$ cat config.mk
export PLATFORM = sky130hd
export DESIGN_NAME = fetch_unit
export DESIGN_NICKNAME = d
export VERILOG_FILES = /design/src/rtl/mips_pkg.sv /design/src/rtl/fetch_unit.sv
export SDC_FILE = /design/constraint.sdc
export NUM_CORES = 1
export LEC_CHECK = 0
export BUFFER_PORTS_ARGS = -buffer_cell sky130_fd_sc_hd__buf_2
export CAP_MARGIN = 20
export CORE_UTILIZATION = 49
export DETAILED_ROUTE_END_ITERATION = 8
export HOLD_SLACK_MARGIN = 0.06
export PLACE_DENSITY = 0.8
export RECOVER_POWER = 50
export SLEW_MARGIN = 0
export SYNTH_ARGS = -nofsm -noshare
export SYNTH_HDL_FRONTEND = slang
export SYNTH_SLANG_ARGS = --single-unit
$ cat constraint.sdc
create_clock -name clk -period 2.2 [get_ports clk]
set_clock_uncertainty 0.05 [all_clocks]
set_input_delay 0.22 -clock clk [delete_from_list [all_inputs] [get_ports clk]]
set_output_delay 0.22 -clock clk [all_outputs]
set_load 0.02 [all_outputs]
$ cat src/rtl/mips_pkg.sv
// mips_pkg: fetch FSM states, opcode field bounds and opcode constants shared with the decoder.
package mips_pkg;
  typedef enum logic [1:0] {IDLE, REQ, WAIT, FULL} fetch_state_t;
  localparam int OP_MSB = 31;
  localparam int OP_LSB = 26;
  localparam int INSTR_BYTES = 4;
  localparam logic [5:0] OP_RTYPE = 6'h00;
  localparam logic [5:0] OP_LW = 6'h23;
  localparam logic [5:0] OP_SW = 6'h2B;
  localparam logic [5:0] OP_BEQ = 6'h04;
endpackage

$ cat src/rtl/fetch_unit.sv
// fetch_unit: PC, single-outstanding imem fetch with redirect squash, valid/ready decode register.
module fetch_unit
  import mips_pkg::*;
#(
  parameter int ADDR_W = 32,
  parameter int DATA_W = 32,
  parameter logic [ADDR_W-1:0] RESET_PC = '0
) (
  input  logic              clk,
  input  logic              rst,
  output logic              imem_req,
  output logic [ADDR_W-1:0] imem_addr,
  input  logic              imem_gnt,
  input  logic              imem_rvalid,
  input  logic [DATA_W-1:0] imem_rdata,
  input  logic              redirect,
  input  logic [ADDR_W-1:0] redirect_pc,
  output logic              id_valid,
  input  logic              id_ready,
  output logic [DATA_W-1:0] id_instr,
  output logic [5:0]        id_op,
  output logic [ADDR_W-1:0] id_pc4
);
  fetch_state_t state;
  logic [ADDR_W-1:0] pc;
  logic [ADDR_W-1:0] pc4;
  logic [ADDR_W-1:0] target;
  logic drop;
  assign target = {redirect_pc[ADDR_W-1:2], 2'b00};
  assign pc4 = pc + ADDR_W'(INSTR_BYTES);
  assign imem_req = state == REQ;
  assign imem_addr = pc;
  assign id_valid = state == FULL;
  assign id_op = id_instr[OP_MSB:OP_LSB];
  // drop marks a granted fetch whose response must be discarded after a redirect
  always_ff @(posedge clk) begin
    if (rst) begin
      state <= IDLE;
      pc <= RESET_PC;
      drop <= 1'b0;
      id_instr <= '0;
      id_pc4 <= '0;
    end else begin
      if (redirect) pc <= target;
      case (state)
        IDLE: state <= REQ;
        REQ: if (imem_gnt) begin
          state <= WAIT;
          drop <= redirect;
        end
        WAIT: if (imem_rvalid) begin
          drop <= 1'b0;
          if (drop || redirect) state <= REQ;
          else begin
            state <= FULL;
            id_instr <= imem_rdata;
            id_pc4 <= pc4;
            pc <= pc4;
          end
        end else if (redirect) drop <= 1'b1;
        FULL: if (redirect || id_ready) state <= REQ;
        default: state <= IDLE;
      endcase
    end
  end
endmodule

# == Word level (Yosys, flattened, before mapping) ==
# Index checks and enable logic that the tools add are counted.
# Widths: inputs -> output; s select.
# op_classes
add_sub_neg,1
eq_ne,7
mux,13
n_bitwise,1
n_reduce_logical,7
# ops
cell,n
$mux 32,4
$add 32x3->32 const B,1
$reduce_and 3->1,3
$mux 2,4
$pmux 2 s4,1
$eq 2x2->1 const B,2
$ne 2x1->1 const B,2
$mux 1,3
$ne 3x3->1 const B,1
$eq 2x1->1 const B,1
$logic_not 2->1,1
$logic_or 1x1->1,2
$ne 2x2->1 const B,1
$pmux 1 s2,1
$reduce_bool 2->1,1
$not 1->1,1
# word_totals
regBits,99
input_bits,70
out_inout_bits,104
elab_cells,34

# == Longest topological paths before layout ==
# logic_depth
depth_word,4
depth_mapped,8
mapped_depth_nobuf,7

# == Least setup slack after synthesis ==
# OpenSTA, ideal clock, no wires.
# synth_path
path_type,register to register
from,"reg pc[2], in the netlist imem_addr[2]"
to,"reg pc[18], in the netlist imem_addr[18]"
setup_ps,91
t_arrival_ps,1981
required_ps,2059
path_slack_ps,78
stages_incl_launch_ff,7
n_path_buf,1
period_less_slack_ps,2122
path_cell_list,dfxtp_1 > ha_1 > nand3_4 > or3_1 > buf_6 > or3_1 > a311oi_1
# synth_between
elab_chain_len,4
# synth_rtl
element,line_no,source
"start, declared",fetch_unit.sv:25,logic [ADDR_W-1:0] pc;
"start signal, assigned",fetch_unit.sv:44,if (redirect) pc <= target;
"start signal, assigned",fetch_unit.sv:58,pc <= pc4;
$add 32x3->32,fetch_unit.sv:30,assign pc4 = pc + ADDR_W'(INSTR_BYTES);
$mux 32,fetch_unit.sv:53,if (drop || redirect) state <= REQ;
$mux 32,fetch_unit.sv:51,WAIT: if (imem_rvalid) begin
$mux 32,fetch_unit.sv:45,case (state)
# Every way passes these cells.
# A chain may end at the register's enable or synchronous reset.

# == Worst setup path after layout ==
# layout_path
from,"reg pc[5], in the netlist imem_addr[5]"
to,reg id_pc4[29]
# layout_between
elab_chain_len,1
# layout_rtl
element,line_no,source
$add 32x3->32,fetch_unit.sv:30,
"end signal, assigned",fetch_unit.sv:57,id_pc4 <= pc4;
"end, declared",fetch_unit.sv:22,output logic [ADDR_W-1:0] id_pc4
# Every way passes these cells.

==> reports/qor.csv <==
stage;metric;value;unit
placement;place_inst;817;
clocking;cts_tree;yes;
synthesis;synth-xor-area-share;8.89;%
routing;drt-vias-per-instance;5.39;
clocking;ctsLongestPathBuffers;2;
synthesis;ys_ff_latch;99;
clocking;cts_setup_buffers;0;
min_path;worstHoldStart;redirect_pc[20];
setup_path;critPathLaunchType;flip-flop;
placement;place_ws;0.140;ns
synthesis;synth_cells;562;
synthesis;synth-compound-area-share;14.1;%
floorplanning;rows;35;
routing;drtIter0Drc;210;
sta;hold_viol_final;0;
routing;wl_met1;5370;µm
routing;wl_met2;6320;µm
synthesis;synth.area.top_cells;dfxtp_1 43%, nand2_1 7.3%, a211oi_1 6.3%;
layout;layout.nets;829;
routing;wl_per_cell;14.7;µm
layout;final_layout_size_suffix_gt1_share;16.7;%
placement;placed_area;5560;µm²
global_routing;grt_pass1_vias;4347;
pwr;power_density;590;nW/µm²
layout;final.fill_count;840;
sta;finalCriticalPeriod;2.02;ns
sta;fin_ws;0.176;ns
placement;hpwl;8630;µm
setup_path;crit_start;imem_addr[5];
layout;antenna_cells;0;
synthesis;synth_top_area_share;42.8;%
synthesis;synth-simple-area-share;24.6;%
sta;final-setup-viol-count;0;
synthesis;async_flop_share;0;%
pwr;total_power;0.00354;W
routing;finalWirelength;12800;µm
clocking;clk_pin_slew;0.10;ns
synthesis;synthTopCellsByCount;99 x dfxtp_1, 90 x nand2_1, 71 x nor2_1;
synthesis;synth_mux_area_share;1.51;%
clocking;clkSinkCount;99;
synthesis;synth_top_family_by_area;simple AND/OR/NAND/NOR gates;
synthesis;ys_warn_count;0;
floorplanning;ios;174;
sta;min_period_over_period;92.0;%
floorplanning;core_area;9200;µm²
synthesis;ys.flop_type;dfxtp_1;
routing;wl_met3;629;µm
global_routing;track_usage;25.6;%
routing;drtAntennaViolNets;0;
synthesis;synth_edf_count;0;
sta;fmax;494;MHz
clocking;clock_latency;0.36;ns
routing;vias;4690;
layout;fin_cells;870;
sta;worst_slew_pin_slew;0.994;ns
setup_path;critPathMaxFanout;10;
setup_path;worstPathRequired;2.42;ns
setup_path;critPathKind;reg -> reg;
floorplanning;start_util;50.4;%
layout;final_design_area_no_fill;5990;µm²
synthesis;synth_area_leader_cell;dfxtp_1;
clocking;cts_root_buf;clkbuf_8;
synthesis;synth_nets;637;
pwr;p_leak;2.19;nW
floorplanning;die_w;99.2;µm
global_routing;grt_first_pass_wirelength;20300;µm
clocking;cts-buffers-inserted;9;
setup_path;end_kind;flip-flop;
clocking;htreeDepth;3;
setup_path;worstPathArrival;2.24;ns
synthesis;synth_cell_types;44;
global_routing;antenna_found_initial;0;
sta;finalMaxSlewViolations;0;
routing;drc;0;
setup_path;r2r-start;imem_addr[5];
pwr;ir_drop;0.000333;V
floorplanning;fp.dieArea;9840;µm²
routing;top_layer;met4;
synthesis;synth.most_common_cell;dfxtp_1;
min_path;hold_class;in -> reg;
synthesis;synth-adder-area-share;1.35;%
layout;syn_to_final_growth;29.4;%
placement;place.gp.congestion;0.824;
synthesis;synth_area_per_cell;8.24;µm²
placement;portBuffers;171;
global_routing;grt_max_degree;58;
status;outcome;complete, no violations;
sta;maxSlewHeadroom;33.7;%
sta;tns;0;ns
sta;rsz0062_at_grt;false;
floorplanning;die_h;99.2;µm
global_routing;grt_overflow;0;
routing;first_pass_iters;5;
flow_run;cap_violations;0;
synthesis;yosysSeqAreaShare;42.8;%
synthesis;synth_area;4630;µm²
-- metal layers --
layer,up-vias,track usage (%)
li1,2302,-
met1,2193,31.2
met2,158,44.3
met3,37,4.01
met4,0,12.1
met5,-,0
-- area by class of cell --
type | instances | area [µm²] | share of cell area, %
tap | 111 | 139 | 2.32
clock buffer | 9 | 124 | 2.07
multi-input combinational | 404 | 2350 | 39.2
timing repair buffer | 232 | 1310 | 21.8
inverter | 8 | 30.0 | 0.501
sequential | 99 | 1980 | 33.1
clock inverter | 7 | 58.8 | 0.982
-- sequential cells by signal, indices dropped and copies added, names as in the netlist --
register   flops
imem_addr     32
id_instr      32
state          2
id_pc4        32
drop           1
-- per-stage QoR --
step | hold WS [ns] | utilization [%]
detailed placement | 0.393 | 60.4
finish | 0.0663 | 65.1
global route | 0.0861 | 65.1
CTS | 0.0605 | 66.4
floorplan | 0.306 | -
global placement | 0.389 | 60.4
-- worst paths after layout --
path / end / cells past startpoint / slack [ns]
setup / recovery: id_pc4[29] / 5 / 0.18
hold / removal: imem_addr[20] / 3 / 0.07
setup reg to reg: id_pc4[29] / 5 / 0.18
hold reg to reg: id_instr[17] / 2 / 0.41
-- kinds of logic (layout without fill, tap and decap cells) --
group / count (synthesis) / count (layout)
flops: 99 / 99
simple gates: 239 / 239
fa+ha+maj: 5 / 5
xor+xnor: 47 / 47
compound gates: 106 / 106
mux: 7 / 7
buf+inv: 59 / 256
-- placed cells by master, fill, tap and decap left out, types with 21 or more instances in the layout --
cell type	Yosys	routed
dfxtp_1	99	99
xnor2_1	22	22
buf_2	5	73
a211oi_1	39	39
buf_4	10	21
clkbuf_1	28	98
xor2_1	25	25
a21oi_1	50	50
nand2_1	90	90
nor2_1	71	69
dlygate4sd3_1	0	37
-- worst max-delay path: stages (launching register included) --
cell,delay [ns]
dfxtp_1,0.51
and4_1,0.37
and4_1,0.45
nand4_1,0.16
xor2_1,0.18
a211oi_1,0.23
-- timing repair --
item | 4_1_cts | 5_1_grt
endpoints found under the hold margin | 37 | 0
hold buffers | 37 | 0
setup endpoints to repair | 0 | 4
resized for setup | 0 | 2
-- power by group --
part	internal, W	switching (W)
clock network	0.000430	0.000675
registers	0.00185	0.0000649
logic	0.000226	0.000290
Power figures use the tool's default switching activity.
